<file path="src/rtl/muxn_rr_reg_pkg.sv">
// Shared types and helpers for the muxn_rr_reg N:1 round-robin mux.
package muxn_rr_reg_pkg;

    typedef enum logic [1:0] {
        ARB_RR,
        ARB_FORCE,
        ARB_LOCK
    } arb_mode_e;

    // Select fields stay at least one bit wide, even for tiny muxes.
    function automatic int unsigned sel_w(input int unsigned n);
        return (n <= 2) ? 1 : $clog2(n);
    endfunction

endpackage

</file>
<file path="src/rtl/muxn_rr_reg_if.sv">
// Channel-side bundle of muxn_rr_reg: per-channel data/valid/last/grant,
// forced select, and the registered valid/ready output port.
interface muxn_rr_reg_if
    import muxn_rr_reg_pkg::*;
#(
    parameter int unsigned MUX_DATA_WIDTH = 32,
    parameter int unsigned NUM_INPUTS     = 4
);
    localparam int unsigned SEL_W = sel_w(NUM_INPUTS);

    logic [NUM_INPUTS*MUX_DATA_WIDTH-1:0] i_in;
    logic [NUM_INPUTS-1:0]                i_valid;
    logic [NUM_INPUTS-1:0]                i_last;
    logic [NUM_INPUTS-1:0]                o_gnt;
    logic                                 i_force_en;
    logic [SEL_W-1:0]                     i_sel;
    logic                                 o_valid;
    logic [MUX_DATA_WIDTH-1:0]            o_data;
    logic [SEL_W-1:0]                     o_src;
    logic                                 i_ready;

    modport master (
        output i_in, i_valid, i_last, i_force_en, i_sel, i_ready,
        input  o_gnt, o_valid, o_data, o_src
    );

    modport slave (
        input  i_in, i_valid, i_last, i_force_en, i_sel, i_ready,
        output o_gnt, o_valid, o_data, o_src
    );

endinterface

</file>
<file path="src/rtl/muxn_rr_reg_rr_pick.sv">
// Rotating-priority encoder: first set request at or after ptr_i, wrapping.
module rr_pick #(
    parameter int unsigned NUM_INPUTS = 4,
    parameter int unsigned SEL_W      = 2
) (
    input  logic [NUM_INPUTS-1:0] req_i,
    input  logic [SEL_W-1:0]      ptr_i,
    output logic                  found_o,
    output logic [SEL_W-1:0]      idx_o
);

    int unsigned      k;
    logic [SEL_W-1:0] kidx;

    always_comb begin
        found_o = 1'b0;
        idx_o   = '0;
        k       = 0;
        kidx    = '0;
        for (int unsigned i = 0; i < NUM_INPUTS; i++) begin
            k = 32'(ptr_i) + i;
            if (k >= NUM_INPUTS) k = k - NUM_INPUTS;
            kidx = k[SEL_W-1:0];
            if (!found_o && req_i[kidx]) begin
                found_o = 1'b1;
                idx_o   = kidx;
            end
        end
    end

endmodule

</file>
<file path="src/rtl/muxn_rr_reg.sv">
// N:1 round-robin mux with registered valid/ready output and forced select.
// Define MUXN_PKT_LOCK_EN to hold the grant on one channel until its i_last beat.
module muxn_rr_reg
    import muxn_rr_reg_pkg::*;
#(
    parameter int unsigned MUX_DATA_WIDTH = 32,
    parameter int unsigned NUM_INPUTS     = 4
) (
    input logic          i_clk,
    input logic          i_rstn,
    muxn_rr_reg_if.slave bus
);

    localparam int unsigned SEL_W = sel_w(NUM_INPUTS);
    localparam int unsigned W     = MUX_DATA_WIDTH;

    logic [SEL_W-1:0]      ptr_q, ptr_d;
    logic                  valid_q, valid_d;
    logic [W-1:0]          data_q, data_d;
    logic [SEL_W-1:0]      src_q, src_d;

    logic                  rr_found;
    logic [SEL_W-1:0]      rr_idx;
    arb_mode_e             mode;
    logic                  sel_ok;
    logic                  load;
    logic                  win_found;
    logic [SEL_W-1:0]      win_idx;
    logic [SEL_W-1:0]      win_next;
    logic                  accept;
    logic [NUM_INPUTS-1:0] gnt;

`ifdef MUXN_PKT_LOCK_EN
    logic                  lock_q, lock_d;
    logic [SEL_W-1:0]      lock_ch_q, lock_ch_d;
`else
    logic                  lock_q;
    logic [SEL_W-1:0]      lock_ch_q;
    logic                  unused_last;

    assign lock_q      = 1'b0;
    assign lock_ch_q   = '0;
    assign unused_last = ^bus.i_last;
`endif

    rr_pick #(
        .NUM_INPUTS (NUM_INPUTS),
        .SEL_W      (SEL_W)
    ) u_rr_pick (
        .req_i   (bus.i_valid),
        .ptr_i   (ptr_q),
        .found_o (rr_found),
        .idx_o   (rr_idx)
    );

    // Out-of-range forced indices never win.
    assign sel_ok   = (32'(bus.i_sel) < NUM_INPUTS) && bus.i_valid[bus.i_sel];
    assign win_next = (32'(win_idx) == NUM_INPUTS - 1) ? '0 : win_idx + 1'b1;

    always_comb begin
        mode = ARB_RR;
        if (lock_q) begin
            mode = ARB_LOCK;
        end else if (bus.i_force_en) begin
            mode = ARB_FORCE;
        end
    end

    always_comb begin
        load      = !valid_q || bus.i_ready;
        win_found = 1'b0;
        win_idx   = '0;
        unique case (mode)
            ARB_RR: begin
                win_found = rr_found;
                win_idx   = rr_idx;
            end
            ARB_FORCE: begin
                win_found = sel_ok;
                win_idx   = bus.i_sel;
            end
            ARB_LOCK: begin
                win_found = bus.i_valid[lock_ch_q];
                win_idx   = lock_ch_q;
            end
            default: ;
        endcase

        // No grant may escape while reset is asserted.
        accept = load && win_found && i_rstn;
        gnt    = '0;
        if (accept) gnt[win_idx] = 1'b1;

        valid_d = valid_q;
        data_d  = data_q;
        src_d   = src_q;
        ptr_d   = ptr_q;
        if (load) valid_d = win_found;
        if (accept) begin
            data_d = bus.i_in[win_idx*W +: W];
            src_d  = win_idx;
            if (mode == ARB_RR) ptr_d = win_next;
        end

`ifdef MUXN_PKT_LOCK_EN
        lock_d    = lock_q;
        lock_ch_d = lock_ch_q;
        if (accept) begin
            lock_d    = !bus.i_last[win_idx];
            lock_ch_d = win_idx;
            if (lock_q && bus.i_last[win_idx]) ptr_d = win_next;
        end
`endif
    end

    always_ff @(posedge i_clk or negedge i_rstn) begin
        if (!i_rstn) begin
            ptr_q   <= '0;
            valid_q <= 1'b0;
            data_q  <= '0;
            src_q   <= '0;
        end else begin
            ptr_q   <= ptr_d;
            valid_q <= valid_d;
            data_q  <= data_d;
            src_q   <= src_d;
        end
    end

`ifdef MUXN_PKT_LOCK_EN
    always_ff @(posedge i_clk or negedge i_rstn) begin
        if (!i_rstn) begin
            lock_q    <= 1'b0;
            lock_ch_q <= '0;
        end else begin
            lock_q    <= lock_d;
            lock_ch_q <= lock_ch_d;
        end
    end
`endif

    assign bus.o_gnt   = gnt;
    assign bus.o_valid = valid_q;
    assign bus.o_data  = data_q;
    assign bus.o_src   = src_q;

endmodule

</file>
<file path="src/flat_wrapper.sv">
// flat-port wrapper written by rule: the top's interface ports become plain ports
module muxn_rr_reg_flat import muxn_rr_reg_pkg::*;
#(
    parameter int unsigned MUX_DATA_WIDTH = 32,
    parameter int unsigned NUM_INPUTS     = 4
)
  (i_clk, i_rstn, bus_i_in, bus_i_valid, bus_i_last, bus_i_force_en, bus_i_sel, bus_i_ready, bus_o_gnt, bus_o_valid, bus_o_data, bus_o_src);
  muxn_rr_reg_if #(.MUX_DATA_WIDTH(MUX_DATA_WIDTH), .NUM_INPUTS(NUM_INPUTS)) bus_i ();
  input logic i_clk;
  input logic i_rstn;
  input wire logic [$bits(bus_i.i_in)-1:0] bus_i_in;
  input wire logic [$bits(bus_i.i_valid)-1:0] bus_i_valid;
  input wire logic [$bits(bus_i.i_last)-1:0] bus_i_last;
  input wire logic [$bits(bus_i.i_force_en)-1:0] bus_i_force_en;
  input wire logic [$bits(bus_i.i_sel)-1:0] bus_i_sel;
  input wire logic [$bits(bus_i.i_ready)-1:0] bus_i_ready;
  output wire logic [$bits(bus_i.o_gnt)-1:0] bus_o_gnt;
  output wire logic [$bits(bus_i.o_valid)-1:0] bus_o_valid;
  output wire logic [$bits(bus_i.o_data)-1:0] bus_o_data;
  output wire logic [$bits(bus_i.o_src)-1:0] bus_o_src;
  assign bus_i.i_in = bus_i_in;
  assign bus_i.i_valid = bus_i_valid;
  assign bus_i.i_last = bus_i_last;
  assign bus_i.i_force_en = bus_i_force_en;
  assign bus_i.i_sel = bus_i_sel;
  assign bus_i.i_ready = bus_i_ready;
  assign bus_o_gnt = bus_i.o_gnt;
  assign bus_o_valid = bus_i.o_valid;
  assign bus_o_data = bus_i.o_data;
  assign bus_o_src = bus_i.o_src;
  muxn_rr_reg #(.MUX_DATA_WIDTH(MUX_DATA_WIDTH), .NUM_INPUTS(NUM_INPUTS)) u_core (.i_clk(i_clk), .i_rstn(i_rstn), .bus(bus_i));
endmodule
</file>
<file path="config.mk">
export PLATFORM = sky130hd
export DESIGN_NAME = muxn_rr_reg_flat
export DESIGN_NICKNAME = d
export VERILOG_FILES = /design/src/rtl/muxn_rr_reg_pkg.sv /design/src/rtl/muxn_rr_reg_if.sv /design/src/rtl/muxn_rr_reg_rr_pick.sv /design/src/rtl/muxn_rr_reg.sv /design/src/flat_wrapper.sv
export SDC_FILE = /design/constraint.sdc
export NUM_CORES = 1
export LEC_CHECK = 0
export ABC_CLOCK_PERIOD_IN_PS = 3100
export CAP_MARGIN = 0
export CORE_MARGIN = 2
export CORE_UTILIZATION = 37
export DETAILED_ROUTE_END_ITERATION = 10
export PLACE_DENSITY = 0.95
export SYNTH_ARGS = -nofsm -noshare
export SYNTH_HDL_FRONTEND = slang
export SYNTH_SLANG_ARGS = --single-unit
</file>
<file path="constraint.sdc">
create_clock -name i_clk -period 3.1 [get_ports i_clk]
set_input_delay 0.62 -clock i_clk [delete_from_list [all_inputs] [get_ports i_clk]]
set_output_delay 0.62 -clock i_clk [all_outputs]
set_load 0.05 [all_outputs]
</file>
==> out/qor.yml <==
cells_and_area:
  final_cell_mix: "clkdlybuf4s50_1, mux2i_1, dfrtp_1"
  instances_no_fill: 482
  area_growth_pct: 79.6
  utilization_pct: 68.6
  num-nets-final: 546
  drive_gt1_share_pct: 7.90
  final_common_cell: "clkdlybuf4s50_1"
  antenna_cells_inserted: 0
critical_path:
  r2r_cells: 7
  endpoint_kind: "output port"
  rrSetupSlack_ns: 1.16
  cpLargestDelayFamily: "simple AND/OR/NAND/NOR gates"
  path_depth: 7
  slowest_delay_ns: 0.54
  crit_required_ns: 2.48
  slowest_stage: "clkdlybuf4s50_1"
  start_kind: "primary input"
  crit_chain: "clkdlybuf4s50_1 -> nor2_1 -> nor4b_2 -> or3_1 -> o32a_2 -> nor2_2 -> buf_12"
  timing.rr.end: "u_core.bus.o_data[9]$_DFFE_PN0P_"
  path_max_fanout: 10
  critPathBufInv: 2
  crit_type: "in2out"
  r2r-start: "u_core.ptr_q[0]$_DFFE_PN0P_"
  arrival_ns: 2.34
synthesis:
  synth_area_leader_cell: "dfrtp_1"
  synth-compound-area-share_pct: 15.8
  synth_top_family_by_area: "multiplexers"
  synthSimpleGateAreaFrac_pct: 9.96
  ys.flop_type: "dfrtp_1"
  yosys.area_share.adder_pct: 0
  yosys-top-cells-area: "dfrtp_1, mux2i_1, o221ai_1"
  synth_edf_count: 0
  postSynthCellCount: 229
  post_synth.cell_area_avg_um2: 10.5
  yosysUniqueCellTypes: 25
  synthArstFlopShare_pct: 100
  synth_xor_area_share_pct: 0.363
  synthMuxAreaShare_pct: 28.5
  synth_warnings: 0
  synth_seq_cells: 37
  yosysSeqAreaShare_pct: 38.4
  synth_nets: 371
  yosysTopAreaCellShare_pct: 38.4
  synth_area_um2: 2410
sta:
  finalHoldViolCount: 0
  slew_headroom_pct: 63.8
  slew_viol_final: 0
  period_needed_ns: 2.96
  rsz0062_at_grt: "false"
  max_clock_freq_ghz: 0.338
  setup_viol: 0
  finalClockSkew_ns: 0.00564
  hold_ws_ns: 0.408
  period_share_pct: 95.3
  tightest_slew_ns: 0.542
die:
  floorplan.initialDensity_pct: 38.2
  die_x_um: 84.7
  core_um2: 6310
  dieHeight_um: 84.7
  dieArea_um2: 7180
  io_pins: 181
  fp-row-count: 29
routing:
  ant_nets: 0
  vias: 2571
  wirelength_um: 8290
  routed_via_density: 5.33
  drc_errors: 0
  dr.pass1.iters: 4
  wl_per_cell_um: 17.2
  first_iter_violations: 65
global_route:
  grt_antenna_before_repair: 0
  grt_max_degree: 44
  grt_pass1_wl_um: 13100
  grt_overflow: 0
  grt_usage_pct: 22.8
  first_global_vias: 2664
clock_network:
  cts_sinks: 37
  tritoncts: "done"
  htree_levels: 2
  cts_setup_buffers: 0
  clockBufferDepth: 2
  clk_pin_slew_ns: 0.07
  cts_root_buf: "clkbuf_8"
  cts_made_buffers: 5
  clkLatencyLatePin_ns: 0.28
placement:
  gp_congestion: 0.809
  dp.cells: 474
  hpwl_um: 6580
  io_buffers: 176
power:
  p_seq_share_pct: 27.8
  power_frac_clock_pct: 12.3
  power_leakage_uw: 0.00193
  ir_drop_mv: 0.366
  power.density_nw_per_um2: 611
  power.total_uw: 2650
  swShare_pct: 45.4
  comb_power_share_pct: 59.8
  internal-power_uw: 1440
  power.switching_uw: 1200
hold_path:
  hp-class: "in2async"
job:
  maxCapViolations: 0
run_status:
  status: "finished clean"
## synthesized netlist by cell type (all sizes together) (2+ instances only)
library cell,n
or3,2
a21oi,4
dfrtp,37
nand2,35
inv,5
nor2,9
o21ai,3
mux2i,66
nand2b,5
o221ai,32
buf,20
## state kept, by name, indices dropped and copies added, names as in the netlist
signal and count:
u_core.bus.o_valid 1, u_core.bus.o_src 2, u_core.bus.o_data 32, u_core.ptr_q 2
## stage by stage
step	TNS (ns)	worst slack, ns	area (um^2)
floorplan	0	0.126	2410
global placement	0	0.0560	4240
detailed placement	-0.00143	-0.00143	4240
CTS	0	0.0328	4330
global route	0	0.0449	4330
finish	0	0.145	4330
## cells by family (layout without fill, tap and decap cells)
family,count (synthesis),after routing
AO/OA/AOI/OAI,45,45
XOR/XNOR,1,1
multiplexers,67,67
AND/OR/NAND/NOR,54,54
buffers and inverters,25,201
flip-flops,37,37
## power by group through the flow
| stage | Combinational [uW] | Clock (uW) | Sequential (uW) |
|---|---|---|---|
| 5_1_grt | 1660 | 362 | 755 |
| 3_3_place_gp | 1550 | 0 | 733 |
| 3_5_place_dp | 1590 | 0 | 740 |
| 4_1_cts | 1600 | 336 | 734 |
| 2_1_floorplan | 444 | 0 | 1270 |
| 6_report | 1580 | 327 | 736 |
## layer usage
layer,vias up,wire [um],GRT usage (%)
met5,-,0,0
met4,0,124,5.34
met3,10,580,5.90
met2,109,4340,42.2
met1,1239,3250,26.1
li1,1213,-,-
## how the worst max path moves through the flow
stage              startpoint      endpoint  slack, ns
5_1_grt        bus_i_valid[3]  bus_o_gnt[1]       0.04
6_report       bus_i_valid[3]  bus_o_gnt[0]       0.14
3_3_place_gp   bus_i_valid[3]  bus_o_gnt[2]       0.06
2_1_floorplan  bus_i_force_en  bus_o_gnt[0]       0.13
4_1_cts        bus_i_valid[3]  bus_o_gnt[0]       0.03
3_5_place_dp   bus_i_valid[3]  bus_o_gnt[0]     -0.001
## what timing repair did
action | CTS | global route
hold buffers | 0 | 0
endpoints found under the setup margin | 1 | 1
resized for setup | 2 | 1
## layout make-up
cell class	count	area, um^2
Multi-Input combinational cell	167	1330
Clock inverter	2	10.0
Sequential cell	37	926
Tap cell	77	96.3
Timing Repair Buffer	188	1870
Inverter	5	18.8
Clock buffer	6	72.6
Fill cell	504	1980
No activity file was read; power rests on OpenSTA's default activity.
==> variant 1 (config.mk and constraints unchanged) <==
`NUM_INPUTS` is set to 4 in 4 places; all go to 8.
--- a/src/rtl/muxn_rr_reg_if.sv
+++ b/src/rtl/muxn_rr_reg_if.sv
@@ -5,5 +5,5 @@
 #(
     parameter int unsigned MUX_DATA_WIDTH = 32,
-    parameter int unsigned NUM_INPUTS     = 4
+    parameter int unsigned NUM_INPUTS     = 8
 );
     localparam int unsigned SEL_W = sel_w(NUM_INPUTS);
--- a/src/rtl/muxn_rr_reg_rr_pick.sv
+++ b/src/rtl/muxn_rr_reg_rr_pick.sv
@@ -1,5 +1,5 @@
 // Rotating-priority encoder: first set request at or after ptr_i, wrapping.
 module rr_pick #(
-    parameter int unsigned NUM_INPUTS = 4,
+    parameter int unsigned NUM_INPUTS = 8,
     parameter int unsigned SEL_W      = 2
 ) (
--- a/src/rtl/muxn_rr_reg.sv
+++ b/src/rtl/muxn_rr_reg.sv
@@ -5,5 +5,5 @@
 #(
     parameter int unsigned MUX_DATA_WIDTH = 32,
-    parameter int unsigned NUM_INPUTS     = 4
+    parameter int unsigned NUM_INPUTS     = 8
 ) (
     input logic          i_clk,
--- a/src/flat_wrapper.sv
+++ b/src/flat_wrapper.sv
@@ -3,5 +3,5 @@
 #(
     parameter int unsigned MUX_DATA_WIDTH = 32,
-    parameter int unsigned NUM_INPUTS     = 4
+    parameter int unsigned NUM_INPUTS     = 8
 )
   (i_clk, i_rstn, bus_i_in, bus_i_valid, bus_i_last, bus_i_force_en, bus_i_sel, bus_i_ready, bus_o_gnt, bus_o_valid, bus_o_data, bus_o_src);
Ports: changed (6 resized); port bits go from 181 to 323. The function was not compared with the original's and may differ.
==> variant 1 against the unedited design <==
- the run now ends with setup timing left
- sequential cell count rose by 2
- cell area up 140%
- total power increased to 4.3 times the old value
- sequential power grew 28%
- area after synthesis up 110%
- wire length rose to 3.2 times the old value
- synthesized cell count rose to 2.5 times the old value
- worst setup slack worse by 1100 ps
- register-to-register slack worse by 2000 ps
- global-route usage up 10 points
- critical path type is now reg2out
- critical endpoint is now bus_o_gnt[2]
- largest power group unchanged
- highest routed layer unchanged
==> variant 1: results (changes against the unedited design) <==
- Post-Synth XOR/XNOR Area: 0.00850 (+0.00487)
- WL/cell: 23.5 um (+37%)
- Sequential area share after synthesis: 0.190 (-0.195)
- Distinct cell type count after synthesis: 56 (+120%)
- Adder-Cell Fraction of Synth Area: 0.00486 (+0.00486)
- Synth area leaders: mux2i_1, dfrtp_1, nand2_1
- Nets: 1240 (+130%)
- Met2 usage: 0.590 (+0.168)
- Syn nets: 854 (+130%)
- Final WS setup: -921 ps (-1070 ps)
- IO buf count: 314 (+78%)
- Commonest cells in the netlist: mux2i_1, nand2_1, dfrtp_1
- Placed Area: 9130 um^2 (+120%)
- Violated checks: setup timing
- Gr usage total: 0.332 (+0.105)
- Crit-path max FO: 4 (-6)
- CTS Root Cell: clkbuf_16
- Global-route wire length before repair: 38100 um (+190%)
- Drt pass-1 iters: 5 (+1)
- Worst vdd ir: 0.000605 V (+65%)
- HP Class: reg2reg
- Setup-failing EPs final: 45 (+45)
- Layout cells sized above 1: 0.284 (+0.205)
- DP Wirelength: 18200 um (+180%)
- Status: finished, violations left
- Final estimated routing congestion in global placement: 0.927 (+15%)
## variant 1: path summary, 6_finish.rpt
path                                                     end  slack [ps]  depth (start not counted)
max                                             bus_o_gnt[2]        -920                         14
min in group asynchronous     u_core.bus.o_valid$_DFFE_PN0N_         520                          2
max reg2reg                u_core.bus.o_data[27]$_DFFE_PN0P_        -870                         18
min reg2reg                  u_core.bus.o_src[0]$_DFFE_PN0P_         510                          2
min                          u_core.bus.o_src[0]$_DFFE_PN0P_         510                          2
max in group asynchronous        u_core.ptr_q[0]$_DFFE_PN0P_        2170                          2
## variant 1: cells by family after synthesis
| kind of cell | count (synthesis) |
|---|---|
| mux | 170 |
| compound gates | 151 |
| simple gates | 146 |
| buf+inv | 60 |
| flops | 39 |
| xor+xnor | 5 |
| fa+ha+maj | 2 |
## variant 1: power by group
group / internal, mW / total, mW / switching, mW
combinational: 4.92 / 9.81 / 4.88
clock: 0.298 / 0.510 / 0.212
sequential: 0.752 / 0.941 / 0.188
total: 5.97 / 11.3 / 5.28
## variant 1: worst max-delay path, delay by kind of cell, from the launching register on
family	cells	cell delay [ps]
simple gates	3	490
mux	2	700
compound gates	3	640
flops	1	410
fa+ha+maj	1	290
buf+inv	5	590
## variant 1: per-layer routing
layer,up-vias,part of all wire
met2,422,0.52
met1,3214,0.36
met4,0,0.051
met5,-,0
met3,105,0.077
li1,2983,-
## variant 1: cell type report
cell class                      count  area (um^2)
Clock buffer                        7          133
Clock inverter                      1         5.00
Timing Repair Buffer              434         4570
Fill cell                         830         3240
Sequential cell                    39          977
Inverter                            5         26.3
Multi-Input combinational cell    474         4540
Tap cell                          180          225
## variant 1: what timing repair did
item	4_1_cts	5_1_grt
resized for setup	100	68
endpoints found under the setup margin	46	46
pin swaps	29	25
buffers inserted	30	11
endpoints found under the hold margin	0	0
gates cloned	5	2
## variant 1: stage by stage
| stage | cells | utilization | hold slack, ps | worst slack (ps) |
|---|---|---|---|---|
| 3_3_place_gp | 1093 | 0.666 | 459 | -1270 |
| 3_5_place_dp | 1093 | 0.666 | 496 | -1310 |
| 4_1_cts | 1132 | 0.733 | 515 | -880 |
| 2_1_floorplan | 573 | - | 324 | -1010 |
| 5_1_grt | 1140 | 0.764 | 529 | -1040 |
| 6_report | 1140 | 0.764 | 505 | -921 |
==> variant 2 (config.mk and constraints unchanged) <==
Made on the original files. Take the reset off `data_q` and load it in a clocked block of its own.
--- a/src/rtl/muxn_rr_reg.sv
+++ b/src/rtl/muxn_rr_reg.sv
@@ -118,12 +118,14 @@
             ptr_q   <= '0;
             valid_q <= 1'b0;
-            data_q  <= '0;
             src_q   <= '0;
         end else begin
             ptr_q   <= ptr_d;
             valid_q <= valid_d;
-            data_q  <= data_d;
             src_q   <= src_d;
         end
+    end
+
+    always_ff @(posedge i_clk) begin
+        data_q <= data_d;
     end
 
Formal check against the unedited RTL: differs if i_rstn is asserted again (counterexample within 4 cycles, from zero or initial values and one cycle with i_rstn low); with i_rstn held inactive, the same outputs for 10 cycles.
==> variant 2 against the unedited design <==
- cell area rose by 0.75%
- sequential share of layout area up 3.5 points
- area after synthesis fell by 0.99%
- sequential cell count did not move
- sequential power shrank 10%
- clock power shrank 1%
- total power fell by 27%
- wire length down 16%
- worst setup slack worse by 31 ps
- critical path type unchanged
- largest cell class unchanged
==> variant 2: results (changes against the unedited design) <==
- Vias in the first global route: 2308 (-13%)
- Post-synth EDFFs: 32 (+32)
- Critical path arrival: 2370 ps (+30 ps)
- Synth area leaders: mux2i_1, edfxtp_1, dfrtp_1
- Worst reg-to-reg setup slack: 890 ps (-270 ps)
- Ys async rst share: 0.135 (-0.865)
- 1st-iter DRT viols: 68 (+4.6%)
- DP Wirelength: 5680 um (-14%)
- Distinct cell type count after synthesis: 27 (+8.0%)
- Layout cells sized above 1: 0.0693 (-0.00976)
- Fillers: 491 (-2.6%)
- Routed wire length: 6990 um (-16%)
- Largest net degree at the start of global routing: 34 (-23%)
- Final Skew: 5.47 ps (-0.165 ps)
- Placed Area: 4270 um^2 (+0.68%)
- Status: completed
- Dpl cells: 429 (-9.5%)
- M1 wire length: 2290 um (-30%)
- Hold path cells: 2
- Hold EP: u_core.bus.o_valid$_DFFE_PN0N_
- Syn nets: 324 (-13%)
- Endpoint of the worst register-to-register path: u_core.bus.o_data[21]$_DFFE_PP_
- Sequential area share after synthesis: 0.455 (+0.0709)
- Worst vdd ir: 0.000288 V (-21%)
- Final estimated routing congestion in global placement: 0.881 (+8.9%)
- Max transition margin: 0.635 (-0.00221)
- Gr usage total: 0.196 (-0.0318)
- Final Non-Filler Cells: 438 (-9.1%)
- Crit-path max FO: 6 (-4)
- Nets: 502 (-8.1%)
- Worst hold margin: 518 ps (+110 ps)
- HP Class: reg2reg
- Global-route wire length before repair: 11100 um (-15%)
- Ys flop type: edfxtp_1
- Met3 routed WL: 823 um (+42%)
- Routed length on met2: 3790 um (-13%)
- Cells after Synth: 182 (-21%)
- RR Startpoint: u_core.ptr_q[1]$_DFFE_PN0P_
- Max FFs per register: 32 (unchanged)
- Via density: 5.02 (-5.8%)
- Core Util, Final: 0.695 (+0.00915)
- P_leak: 1.81 nW (-6.4%)
-- variant 2: per-layer routing --
layer | track usage | up-vias
li1 | - | 1055
met1 | 0.191 | 1009
met2 | 0.385 | 127
met3 | 0.0747 | 9
met4 | 0.0455 | 0
met5 | 0 | -
-- variant 2: area by class of cell --
| cell class | instances | share of cell area |
|---|---|---|
| clock buffer | 7 | 0.0175 |
| tap | 77 | 0.0221 |
| multi-input combinational | 131 | 0.281 |
| clock inverter | 1 | 0.00115 |
| timing repair buffer | 183 | 0.428 |
| inverter | 2 | 0.00172 |
| sequential | 37 | 0.249 |
-- variant 2: timing repair --
item	CTS	global route
setup endpoints to repair	0	3
setup buffers	0	1
resized for setup	0	1
-- variant 2: power by group --
group          switching (mW)  internal (mW)  total, mW
combinational           0.479          0.478      0.957
clock                   0.165          0.158      0.323
sequential             0.0279          0.633      0.661
total                   0.672           1.27       1.94
-- variant 2: cells by family (layout without fill, tap and decap cells) --
family,after synthesis,count (layout),share of synthesized area
flops,37,37,0.455
compound gates,9,9,0.0278
simple gates,22,22,0.0477
mux,99,99,0.421
buf+inv,14,193,0.0451
xor+xnor,1,1,0.00367
-- variant 2: critical path: stages --
cell,delay (ps)
clkdlybuf4s50_1,490
nand2b_1,180
a21oi_1,280
a221oi_4,130
buf_4,190
nor4_2,240
buf_4,240
-- variant 2: through the flow --
step                power, mW  worst slack (ps)
finish                   1.94               113
global route             2.05              16.6
CTS                      1.96              70.2
floorplan                1.28             -15.0
global placement         1.60               108
detailed placement       1.63              75.9
